==> src/rtl/extend_pkg.sv <==
`default_nettype none
// ============================================================================
// Module      : extend_pkg
// Description : Shared types and helpers for the decode-stage immediate extender.
// Revision    : 1.0 - initial release
// ============================================================================
package extend_pkg;

    localparam int MAX_WIDTH = 64;

    typedef enum logic [2:0] {
        IMM_DP8   = 3'b000,
        IMM_MEM12 = 3'b001,
        IMM_BR24  = 3'b010,
        IMM_ROT   = 3'b011,
        IMM_HALF  = 3'b100
    } imm_src_t;

    // Entries are always held at the widest supported width; the top truncates.
    typedef struct packed {
        logic [MAX_WIDTH-1:0] ExtImm;
        logic                 ImmCarry;
        logic                 ImmErr;
    } ext_entry_t;

    function automatic logic [31:0] ror32(input logic [31:0] x, input logic [4:0] s);
        return (x >> s) | (x << (6'd32 - {1'b0, s}));
    endfunction

endpackage
`default_nettype wire

==> src/rtl/imm_decode.sv <==
`default_nettype none
// ============================================================================
// Module      : imm_decode
// Description : Combinational immediate extend / rotate for one instruction.
// Revision    : 1.0 - initial release
// ============================================================================
module imm_decode
    import extend_pkg::*;
(
    input  logic [23:0] instr,
    input  logic [2:0]  immSrc,
    input  logic        carryIn,
    output ext_entry_t  entry
);

    logic [3:0]  w_rot;
    logic [31:0] w_rotVal;

    assign w_rot    = instr[11:8];
    assign w_rotVal = ror32({24'd0, instr[7:0]}, {w_rot, 1'b0});

    always_comb begin
        entry = '0;
        case (immSrc)
            IMM_DP8:   entry.ExtImm = {56'd0, instr[7:0]};
            IMM_MEM12: entry.ExtImm = {52'd0, instr[11:0]};
            IMM_BR24:  entry.ExtImm = {{38{instr[23]}}, instr, 2'b00};
            IMM_ROT: begin
                entry.ExtImm   = {32'd0, w_rotVal};
                // A zero rotate leaves the shifter carry untouched.
                entry.ImmCarry = (w_rot == 4'd0) ? carryIn : w_rotVal[31];
            end
            IMM_HALF:  entry.ExtImm = {56'd0, instr[11:8], instr[3:0]};
            default:   entry.ImmErr = 1'b1;
        endcase
    end

endmodule
`default_nettype wire

==> src/rtl/extend_pipe.sv <==
`default_nettype none
// ============================================================================
// Module      : extend_pipe
// Description : Immediate extender with a DEPTH-entry valid/ready output FIFO.
// Revision    : 1.0 - initial release
// ============================================================================
module extend_pipe
    import extend_pkg::*;
#(
    parameter int WIDTH = 32,
    parameter int DEPTH = 2
) (
    input  logic                       clk,
    input  logic                       reset,
    input  logic                       in_valid,
    output logic                       in_ready,
    input  logic [23:0]                Instr,
    input  logic [2:0]                 ImmSrc,
    input  logic                       carry_in,
    output logic                       out_valid,
    input  logic                       out_ready,
    output logic [WIDTH-1:0]           ExtImm,
    output logic                       ImmCarry,
    output logic                       ImmErr,
    output logic [$clog2(DEPTH+1)-1:0] count
);

    localparam int c_PTR_W = $clog2(DEPTH);
    localparam int c_CNT_W = $clog2(DEPTH + 1);
    localparam logic [c_CNT_W-1:0] c_FULL = c_CNT_W'(DEPTH);

    ext_entry_t              r_mem [DEPTH];
    ext_entry_t              r_last;
    ext_entry_t              w_new;
    ext_entry_t              w_head;
    logic [c_PTR_W-1:0]      r_wrPtr;
    logic [c_PTR_W-1:0]      r_rdPtr;
    logic [c_CNT_W-1:0]      r_count;
    logic                    r_live;
    logic                    w_push;
    logic                    w_pop;

    imm_decode u_immDecode (
        .instr   (Instr),
        .immSrc  (ImmSrc),
        .carryIn (carry_in),
        .entry   (w_new)
    );

    // r_live keeps in_ready low until the first edge after reset release.
    assign in_ready  = r_live && (r_count < c_FULL);
    assign out_valid = (r_count != '0);
    assign w_push    = in_valid && in_ready;
    assign w_pop     = out_valid && out_ready;
    assign count     = r_count;

    assign w_head   = out_valid ? r_mem[r_rdPtr] : r_last;
    assign ExtImm   = w_head.ExtImm[WIDTH-1:0];
    assign ImmCarry = w_head.ImmCarry;
    assign ImmErr   = w_head.ImmErr;

    generate
        if (WIDTH < MAX_WIDTH) begin : g_hiBits
            logic w_unusedHi;
            assign w_unusedHi = ^w_head.ExtImm[MAX_WIDTH-1:WIDTH];
        end
    endgenerate

    always_ff @(posedge clk) begin
        if (w_push) begin
            r_mem[r_wrPtr] <= w_new;
        end
    end

    always_ff @(posedge clk or negedge reset) begin
        if (!reset) begin
            r_wrPtr <= '0;
            r_rdPtr <= '0;
            r_count <= '0;
            r_live  <= 1'b0;
            r_last  <= '0;
        end else begin
            r_live <= 1'b1;
            if (w_push) begin
                r_wrPtr <= r_wrPtr + c_PTR_W'(1);
            end
            if (w_pop) begin
                r_rdPtr <= r_rdPtr + c_PTR_W'(1);
                r_last  <= r_mem[r_rdPtr];
            end
            case ({w_push, w_pop})
                2'b10:   r_count <= r_count + c_CNT_W'(1);
                2'b01:   r_count <= r_count - c_CNT_W'(1);
                default: r_count <= r_count;
            endcase
        end
    end

endmodule
`default_nettype wire
==> config.mk <==
export PLATFORM = sky130hd
export DESIGN_NAME = extend_pipe
export DESIGN_NICKNAME = d
export VERILOG_FILES = /design/src/rtl/extend_pkg.sv /design/src/rtl/imm_decode.sv /design/src/rtl/extend_pipe.sv
export SDC_FILE = /design/constraint.sdc
export NUM_CORES = 1
export LEC_CHECK = 0
export BUFFER_PORTS_ARGS = -buffer_cell sky130_fd_sc_hd__buf_2
export CAP_MARGIN = 20
export CELL_PAD_IN_SITES_DETAIL_PLACEMENT = 2
export CELL_PAD_IN_SITES_GLOBAL_PLACEMENT = 2
export CORE_MARGIN = 4
export CORE_UTILIZATION = 39
export CTS_BUF_LIST = sky130_fd_sc_hd__clkbuf_4
export DETAILED_ROUTE_END_ITERATION = 6
export PLACE_DENSITY_LB_ADDON = 0.1
export SETUP_SLACK_MARGIN = 0.02
export SLEW_MARGIN = 0
export SYNTH_ARGS = -nofsm -noshare
export SYNTH_HDL_FRONTEND = slang
export SYNTH_HIERARCHICAL = 1
export SYNTH_SLANG_ARGS = --single-unit
export TNS_END_PERCENT = 20
==> constraint.sdc <==
create_clock -name clk -period 3 [get_ports clk]
set_input_delay 0.15 -clock clk [delete_from_list [all_inputs] [get_ports clk]]
set_output_delay 0.15 -clock clk [all_outputs]
set_load 0.005 [all_outputs]
Word level (Yosys, flattened, before mapping). Memory sizes are Yosys's and may differ from the RTL's. Cells that the tools add are included.

Reductions and logical operators: 8. Order comparisons: 1. Divide/modulo/power cells: 0. Multipliers: 0. Add/sub/neg operators: 5. Bitwise operators: 1. Eq/ne operators: 6. Mux-type cells: 8. Shift operators: 2.

Operators with widths (count): $pmux W64 S5 (1); $mux W34 (1); $or A32 B32 Y32 (1); $shl A8 B6 Y32 (1); $shr A8 B5 Y32 (1); $eq A3 B2 Y1 const B (2); $sub A6 B5 Y6 const A (1); $mux W1 (5); $reduce_or A5 Y1 (1); $logic_not A4 Y1 (1); $pmux W2 S2 (1); $reduce_bool A2 Y1 (2); $eq A3 B1 Y1 const B (1); $eq A3 B3 Y1 const B (1); $logic_and A1 B1 Y1 (3); $logic_not A3 Y1 (1); $add A1 B1 Y1 const B (2); $add A2 B1 Y2 const B (1); $eq A2 B1 Y1 const B (1); $eq A2 B2 Y1 const B (1); $lt A2 B2 Y1 const B (1); $sub A2 B1 Y2 const B (1).

Memories kept: 1. Memory bits (read-only): 0. RAM bits: 132. Logic and storage cells: 39. Input bits: 32. Output and inout port bits: 38. Latch bits: 0. Register bits: 39.

Memories: r_mem (words 2, width 66, rd ports 1, clocked after memory_dff 0, write ports 1, RTL line extend_pipe.sv:32) `ext_entry_t r_mem [DEPTH];`.

Logic depth before layout (Yosys ltp). Gate-level depths: netlist of the first run.

Word-level depth: 5. Mapped depth: 9. Gate-level depth less buffers: 6.

Hierarchy. Netlist of the first run, hierarchy kept.

Modules (own cells, without submodules): extend_pipe (area an instance 4165.2 µm², cells an instance 311, times used 1, seq. area each 3017.9 µm²); imm_decode (area an instance 1401.3 µm², cells an instance 204, times used 1, seq. area each 0.0 µm²).

Worst setup path before layout of the first run. OpenSTA, ideal clock, no wires.

Path kind: register to register. Start: register r_count[1], in the netlist count[1]. End: memory r_mem[0][0] (netlist bit) (enable). Buffers on the path: 0. Required time: 2.575 ns. Arrival time: 2.195 ns. Setup time: 0.425 ns. Path slack: 0.380 ns. Stages on the path, launching flop included: 4. Clock period less this slack: 2.620 ns. Cell sequence: dfrtp_1 -> nor2b_1 -> nand2_1 -> nor2_1.

Word-level cells in the longest chain between the ends: 5.

RTL lines: from (decl) (RTL line extend_pipe.sv:38) `logic [c_CNT_W-1:0] r_count;`; from (signal assigned) (RTL line extend_pipe.sv:92) `2'b10: r_count <= r_count + c_CNT_W'(1);`; from (signal assigned) (RTL line extend_pipe.sv:93) `2'b01: r_count <= r_count - c_CNT_W'(1);`; from (signal assigned) (RTL line extend_pipe.sv:94) `default: r_count <= r_count;`; $lt A2 B2 Y1 (RTL line extend_pipe.sv:51) `assign in_ready = r_live && (r_count < c_FULL);`; $logic_and A1 B1 Y1 (RTL line extend_pipe.sv:51); net in_ready (RTL line extend_pipe.sv:16) `output logic in_ready,`; $logic_and A1 B1 Y1 (RTL line extend_pipe.sv:53) `assign w_push = in_valid && in_ready;`; $mux W1 (RTL line extend_pipe.sv:70) `if (w_push) begin`; $mux W1 (not written as such) (RTL line extend_pipe.sv:71) `r_mem[r_wrPtr] <= w_new;`; to (decl) (RTL line extend_pipe.sv:32).

The timed path passes the listed nets, and every way through them passes these cells.

Final worst setup path of the first run.
Start: register r_count[0], in the netlist count[0]. End: output ExtImm[17].

Word-level cells in the longest chain between the ends: 2.

RTL lines: $reduce_bool A2 Y1 (RTL line extend_pipe.sv:52) `assign out_valid = (r_count != '0);`; $mux W34 (RTL line extend_pipe.sv:57) `assign w_head = out_valid ? r_mem[r_rdPtr] : r_last;`; to (decl) (RTL line extend_pipe.sv:22) `output logic [WIDTH-1:0] ExtImm,`.

Every way passes these cells.

==> impl_metrics.env, run 1 <==
export IMPL_finClkSkew_ps=18.23
export IMPL_layout_common_cells="buf_2, edfxtp_1, nand2_1, o21ai_0, nor2_1"
export IMPL_timing_rr_start="count[1]$_DFFE_PN0P_"
export IMPL_dp_cells=705
export IMPL_cts_root_buffer="clkbuf_4"
export IMPL_port_buffers=69
export IMPL_peakVddDrop_mv=0.2612
export IMPL_nets=583
export IMPL_post_route_min_period_ps=2411
export IMPL_slew_violations=0
export IMPL_cts_sinks=107
export IMPL_hpwl_um=11650
export IMPL_tightest_slew_ps=1014
export IMPL_regArea_um2=3019
export IMPL_final_common_cell="buf_2"
export IMPL_max_cap_violations=0
export IMPL_synthCells=484
export IMPL_die_area_um2=15610
export IMPL_hold_viol_final=0
export IMPL_grt_pass1_vias=4487
export IMPL_grt_pass1_wl_um=26700
export IMPL_hp_class="primary input to flip-flop"
export IMPL_setup_viol=0
export IMPL_cts_resized=0
export IMPL_diodes=0
export IMPL_post_cts_buffers=0
export IMPL_gp_congestion=0.8587
export IMPL_drive_above_1_share_pct=20.40
export IMPL_rows=42
export IMPL_cts_tree="yes"
export IMPL_endpoint_kind="primary output"
export IMPL_area_growth_pct=13.96
export IMPL_fin_cells=730
export IMPL_first_pass_iters=4
export IMPL_power_leakage_nw=2.489
export IMPL_arrival_ps=2260
export IMPL_period_share_pct=80.37
export IMPL_detail_route_antenna_nets=0
export IMPL_relSlewSlack_pct=32.08
export IMPL_clk_pin_slew_ps=150
export IMPL_hold_buffers=7
export IMPL_setup_tns_ps=0
export IMPL_outcome="finished, final reports clean"
export IMPL_fill_cells=1399
export IMPL_cp_max_fo=43
export IMPL_synth_nets=518
export IMPL_cts_buffers_inserted=9
export IMPL_drtIter0Drc=270
export IMPL_vias=4147
export IMPL_cp_startpoint="count[0]$_DFFE_PN0P_"
export IMPL_h_tree_depth=3
export IMPL_hold_start="in_valid"
export IMPL_drc_errors=0
export IMPL_routed_wl_um=16580
export IMPL_antenna_found_initial=0
export IMPL_syn_mean_instance_area_um2=11.02
export IMPL_die_w_um=124.9
export IMPL_required_ps=2850
export IMPL_wl_per_cell_um=22.71
export IMPL_p_per_area_nw_per_um2=800.6
export IMPL_initial_core_util_pct=40.12
export IMPL_die_h_um=124.9
export IMPL_clk_path_buf_depth=2
export IMPL_use_met1_pct=30.98
export IMPL_multi_input_area_um2=2131
export IMPL_use_met2_pct=34.99
export IMPL_max_freq_mhz=414.8
export IMPL_critPathKind="flip-flop to primary output"
export IMPL_syn_cell_area_um2=5334
export IMPL_clk_latency_ps=490
export IMPL_viasPerCell=5.681
export IMPL_use_met3_pct=3.795
export IMPL_busiest_layer="met2"
export IMPL_final_core_util_pct=45.72
export IMPL_grt_overflow_total=0
export IMPL_cp_start_kind="flip-flop"
export IMPL_io_pins=70
export IMPL_grt_total_usage_pct=21.83
export IMPL_rsz0062_at_grt="false"
export IMPL_coreArea_um2=13300
export IMPL_grt_max_degree=70
export IMPL_yosys_warnings=6
-- per-stage QoR --
step                power (mW)  worst slack [ps]  hold slack [ps]  cell area (µm²)
finish                   4.866             589.0            28.56             6078
global route             5.258             368.7           -2.848             6078
CTS                      4.939             550.2            1.279             6048
detailed placement       4.141             641.0            372.0             5833
global placement         3.991             677.0            351.9             5813
floorplan                3.335             379.6           -145.6             5334
-- path summary, 6_finish.rpt --
check                           cells past startpoint                     end  slack, ps
worst max-delay path                                5              ExtImm[17]        590
worst min-delay path                                3     r_wrPtr$_DFFE_PN0P_         30
worst max register to register                      4   r_mem[0][7]$_DFFE_PP_       1250
worst min register to register                      2   r_last[4]$_DFFE_PN0P_        510
max in group asynchronous                           3    count[0]$_DFFE_PN0P_       2420
min in group asynchronous                           2  r_last[11]$_DFFE_PN0P_         90
-- registers in the layout, summed over array words and instances, names as in the netlist --
name     flops
r_mem       68
r_last      34
count        2
r_live       1
r_rdPtr      1
r_wrPtr      1
-- layer usage --
layer,up-vias,wire [µm]
met5,-,0
met4,0,268
met3,20,612
met2,111,8014
met1,2090,7681
li1,1926,-
-- worst max-delay path, cell delays in order (launching register included) --
cell and delay [ps]:
dfrtp_1 500, or2_2 530, buf_12 270, nor2_1 60
a21oi_1 210, buf_2 170
-- power by group --
| part | internal [mW] | switching (mW) | leakage (nW) |
|---|---|---|---|
| combinational | 0.776 | 1.15 | 1.32 |
| clock | 0.279 | 0.504 | 0.0741 |
| sequential | 1.94 | 0.218 | 1.10 |
-- cell type report --
cell class | instances | share of cell area [%]
Multi-Input combinational cell | 337 | 35.06
Clock inverter | 5 | 1.029
Timing Repair Buffer | 90 | 9.016
Sequential cell | 107 | 49.67
Inverter | 4 | 0.2470
Clock buffer | 11 | 1.359
Tap cell | 176 | 3.623
Power figures use the tool's default switching activity.
==> inputs of run 2 (changes only) <==
--- a/config.mk
+++ b/config.mk
@@ -5,12 +5,13 @@
 export SDC_FILE = /design/constraint.sdc
 export NUM_CORES = 1
 export LEC_CHECK = 0
+export ABC_AREA = 1
 export BUFFER_PORTS_ARGS = -buffer_cell sky130_fd_sc_hd__buf_2
 export CAP_MARGIN = 20
 export CELL_PAD_IN_SITES_DETAIL_PLACEMENT = 2
 export CELL_PAD_IN_SITES_GLOBAL_PLACEMENT = 2
 export CORE_MARGIN = 4
-export CORE_UTILIZATION = 39
+export CORE_UTILIZATION = 32
 export CTS_BUF_LIST = sky130_fd_sc_hd__clkbuf_4
 export DETAILED_ROUTE_END_ITERATION = 6
 export PLACE_DENSITY_LB_ADDON = 0.1
==> constraint.sdc (replaced) <==
create_clock -name clk -period 2 [get_ports clk]
set_input_delay 0.1 -clock clk [delete_from_list [all_inputs] [get_ports clk]]
set_output_delay 0.1 -clock clk [all_outputs]
set_load 0.005 [all_outputs]
==> run 2 against run 1 <==
First-iteration DRC count down 13%. Combinational power is 83% higher. Global-route usage decreased by 2.3 points. Worst hold slack better by 20 ps. Non-clock buffer count rose by 13. Sequential power up 48%. Setup slack lost 400 ps. Clock skew about the same. Critical endpoint is now ExtImm[25].
==> impl_metrics.env, run 2 <==
export IMPL_setup_viol=0
export IMPL_use_met2_pct=32.69
export IMPL_pwr_share_seq_pct=40.8
export IMPL_hold_viol_final=0
export IMPL_area_growth_pct=16.15
export IMPL_crit_path_end="ExtImm[25]"
export IMPL_finalInstanceArea_um2=6543
export IMPL_final_common_cell="nand2_1"
export IMPL_clk_latency_ps=470
export IMPL_required_ps=1900
export IMPL_relSlewSlack_pct=61.03
export IMPL_worst_r2r_endpoint="r_mem[1][26]$_DFFE_PP_"
export IMPL_rrSetupSlack_ps=450
export IMPL_switching_share_pct=42.34
export IMPL_grt_total_usage_pct=19.52
export IMPL_use_met1_pct=25.90
export IMPL_cts_tree="yes"
export IMPL_yosys_warnings=6
export IMPL_r2r_cells=4
export IMPL_endpoint_kind="primary output"
export IMPL_crit_slowest_cell="dfrtp_2"
export IMPL_cp_cell_sequence="nor2_8 > inv_4 > buf_6 > nand2_1 > nand2_1 > buf_2"
export IMPL_synthCells=711
export IMPL_use_met3_pct=2.408
export IMPL_busiest_layer="met2"
export IMPL_max_freq_mhz=553.6
export IMPL_cp_max_fo=35
export IMPL_top_register="r_mem"
export IMPL_die_h_um=140.7
export IMPL_clkPwrFrac_pct=13.9
export IMPL_grt_pass1_wl_um=30430
export IMPL_peakVddDrop_mv=0.7975
export IMPL_rsz0062_at_grt="false"
export IMPL_layout_common_cells="nand2_1, buf_2, edfxtp_1, dfrtp_1, nand3_1"
export IMPL_die_w_um=140.7
export IMPL_wl_per_cell_um=18.27
export IMPL_synth_nets=745
export IMPL_drtIter0Drc=234
export IMPL_grt_max_degree=36
export IMPL_comb_power_share_pct=45.3
export IMPL_cts_sinks=107
export IMPL_drive_above_1_share_pct=15.59
export IMPL_initial_core_util_pct=32.57
export IMPL_cp_common_cell="nand2_1"
export IMPL_multi_input_area_um2=2327
export IMPL_period_share_pct=90.32
export IMPL_io_pins=70
export IMPL_grt_overflow_total=0
export IMPL_whs_ps=48.92
export IMPL_cp_startpoint="count[1]$_DFFE_PN0P_"
export IMPL_viasPerCell=4.931
export IMPL_slew_violations=0
export IMPL_rows=48
export IMPL_clk_pin_slew_ps=160
export IMPL_p_int_mw=4.498
export IMPL_grt_pass1_vias=5551
export IMPL_arrival_ps=1710
export IMPL_post_route_min_period_ps=1806
export IMPL_hpwl_um=14090
export IMPL_drc_errors=0
export IMPL_regArea_um2=3020
export IMPL_critPathKind="flip-flop to primary output"
export IMPL_fin_cells=1028
export IMPL_antenna_found_initial=1
export IMPL_timing_rr_start="count[1]$_DFFE_PN0P_"
export IMPL_power_leakage_nw=3.239
export IMPL_cts_root_buffer="clkbuf_4"
export IMPL_dpl_instance_area_um2=6248
export IMPL_gp_congestion=0.8891
export IMPL_vias=5069
export IMPL_tightest_slew_ps=580.1
export IMPL_cp_slowest_stage_delay_ps=500
export IMPL_cp_start_kind="flip-flop"
export IMPL_hp_class="primary input to asynchronous set/reset pin"
export IMPL_power_switching_mw=3.303
export IMPL_totalPowerFinal_mw=7.801
export IMPL_h_tree_depth=3
export IMPL_coreArea_um2=17300
export IMPL_fill_cells=2019
export IMPL_syn_mean_instance_area_um2=7.923
export IMPL_port_buffers=69
export IMPL_routed_wl_um=18780
export IMPL_p_per_area_nw_per_um2=1192
export IMPL_largest_reg_flops=68
export IMPL_detail_route_antenna_nets=0
export IMPL_finClkSkew_ps=18.64
export IMPL_clk_path_buf_depth=2
export IMPL_syn_cell_area_um2=5633
export IMPL_pre_cts_ws_ps=-68.14
export IMPL_setup_tns_ps=0
export IMPL_dp_cells=996
export IMPL_final_core_util_pct=37.83
export IMPL_outcome="finished, final reports clean"
export IMPL_cts_buffers_inserted=9
export IMPL_first_pass_iters=4
export IMPL_max_cap_violations=0
export IMPL_die_area_um2=19790
export IMPL_nets=831
export IMPL_fin_ws_ps=193.6
[run 2: power by group through the flow]
stage	combinational (mW)	sequential, mW	clock, mW
2_1_floorplan	2.16	3.15	0
3_3_place_gp	3.38	3.19	0
3_5_place_dp	3.54	3.24	0
4_1_cts	3.61	3.18	1.13
5_1_grt	4.06	3.25	1.22
6_report	3.54	3.18	1.08
[run 2: final cells by class]
type                    count  area share, %
inverters                  29          1.702
well taps                 225          4.303
clock inverters             7         0.8988
flip-flops and latches    107          46.17
diodes                      1        0.03825
multi-input cells         547          35.57
repair buffers            103          10.29
clock buffers               9          1.033
[run 2: per-layer routing]
layer | up-vias | share of wire, %
met5 | - | 0
met4 | 0 | 2.6
met3 | 26 | 3.2
met2 | 89 | 48
met1 | 2523 | 46
li1 | 2431 | -
[run 2: critical path: cells and delay by family (launching register included)]
| kind | cells | cell delay [ps] |
|---|---|---|
| flops | 1 | 500 |
| simple gates | 3 | 350 |
| buf+inv | 3 | 380 |
[run 2: how the worst min path moves through the flow]
| stage | startpoint | endpoint | slack [ps] | cells after the start |
|---|---|---|---|---|
| final | reset | r_last[20]$_DFFE_PN0P_ | 50 | 2 |
| after global routing | reset | r_last[20]$_DFFE_PN0P_ | 40 | 2 |
| after CTS | reset | r_last[21]$_DFFE_PN0P_ | 30 | 2 |
| after detailed placement | reset | r_last[17]$_DFFE_PN0P_ | 50 | 1 |
| after global placement | reset | r_last[16]$_DFFE_PN0P_ | 40 | 1 |
| after floorplan | reset | count[0]$_DFFE_PN0P_ | -200 | 0 |
[run 2: what timing repair did]
| action | in CTS | in global routing |
|---|---|---|
| buffers inserted | 2 | 0 |
| hold buffers | 13 | 0 |
| resized for setup | 1 | 6 |
| hold endpoints to repair | 62 | 0 |
| pin swaps | 1 | 0 |
| setup endpoints to repair | 35 | 34 |
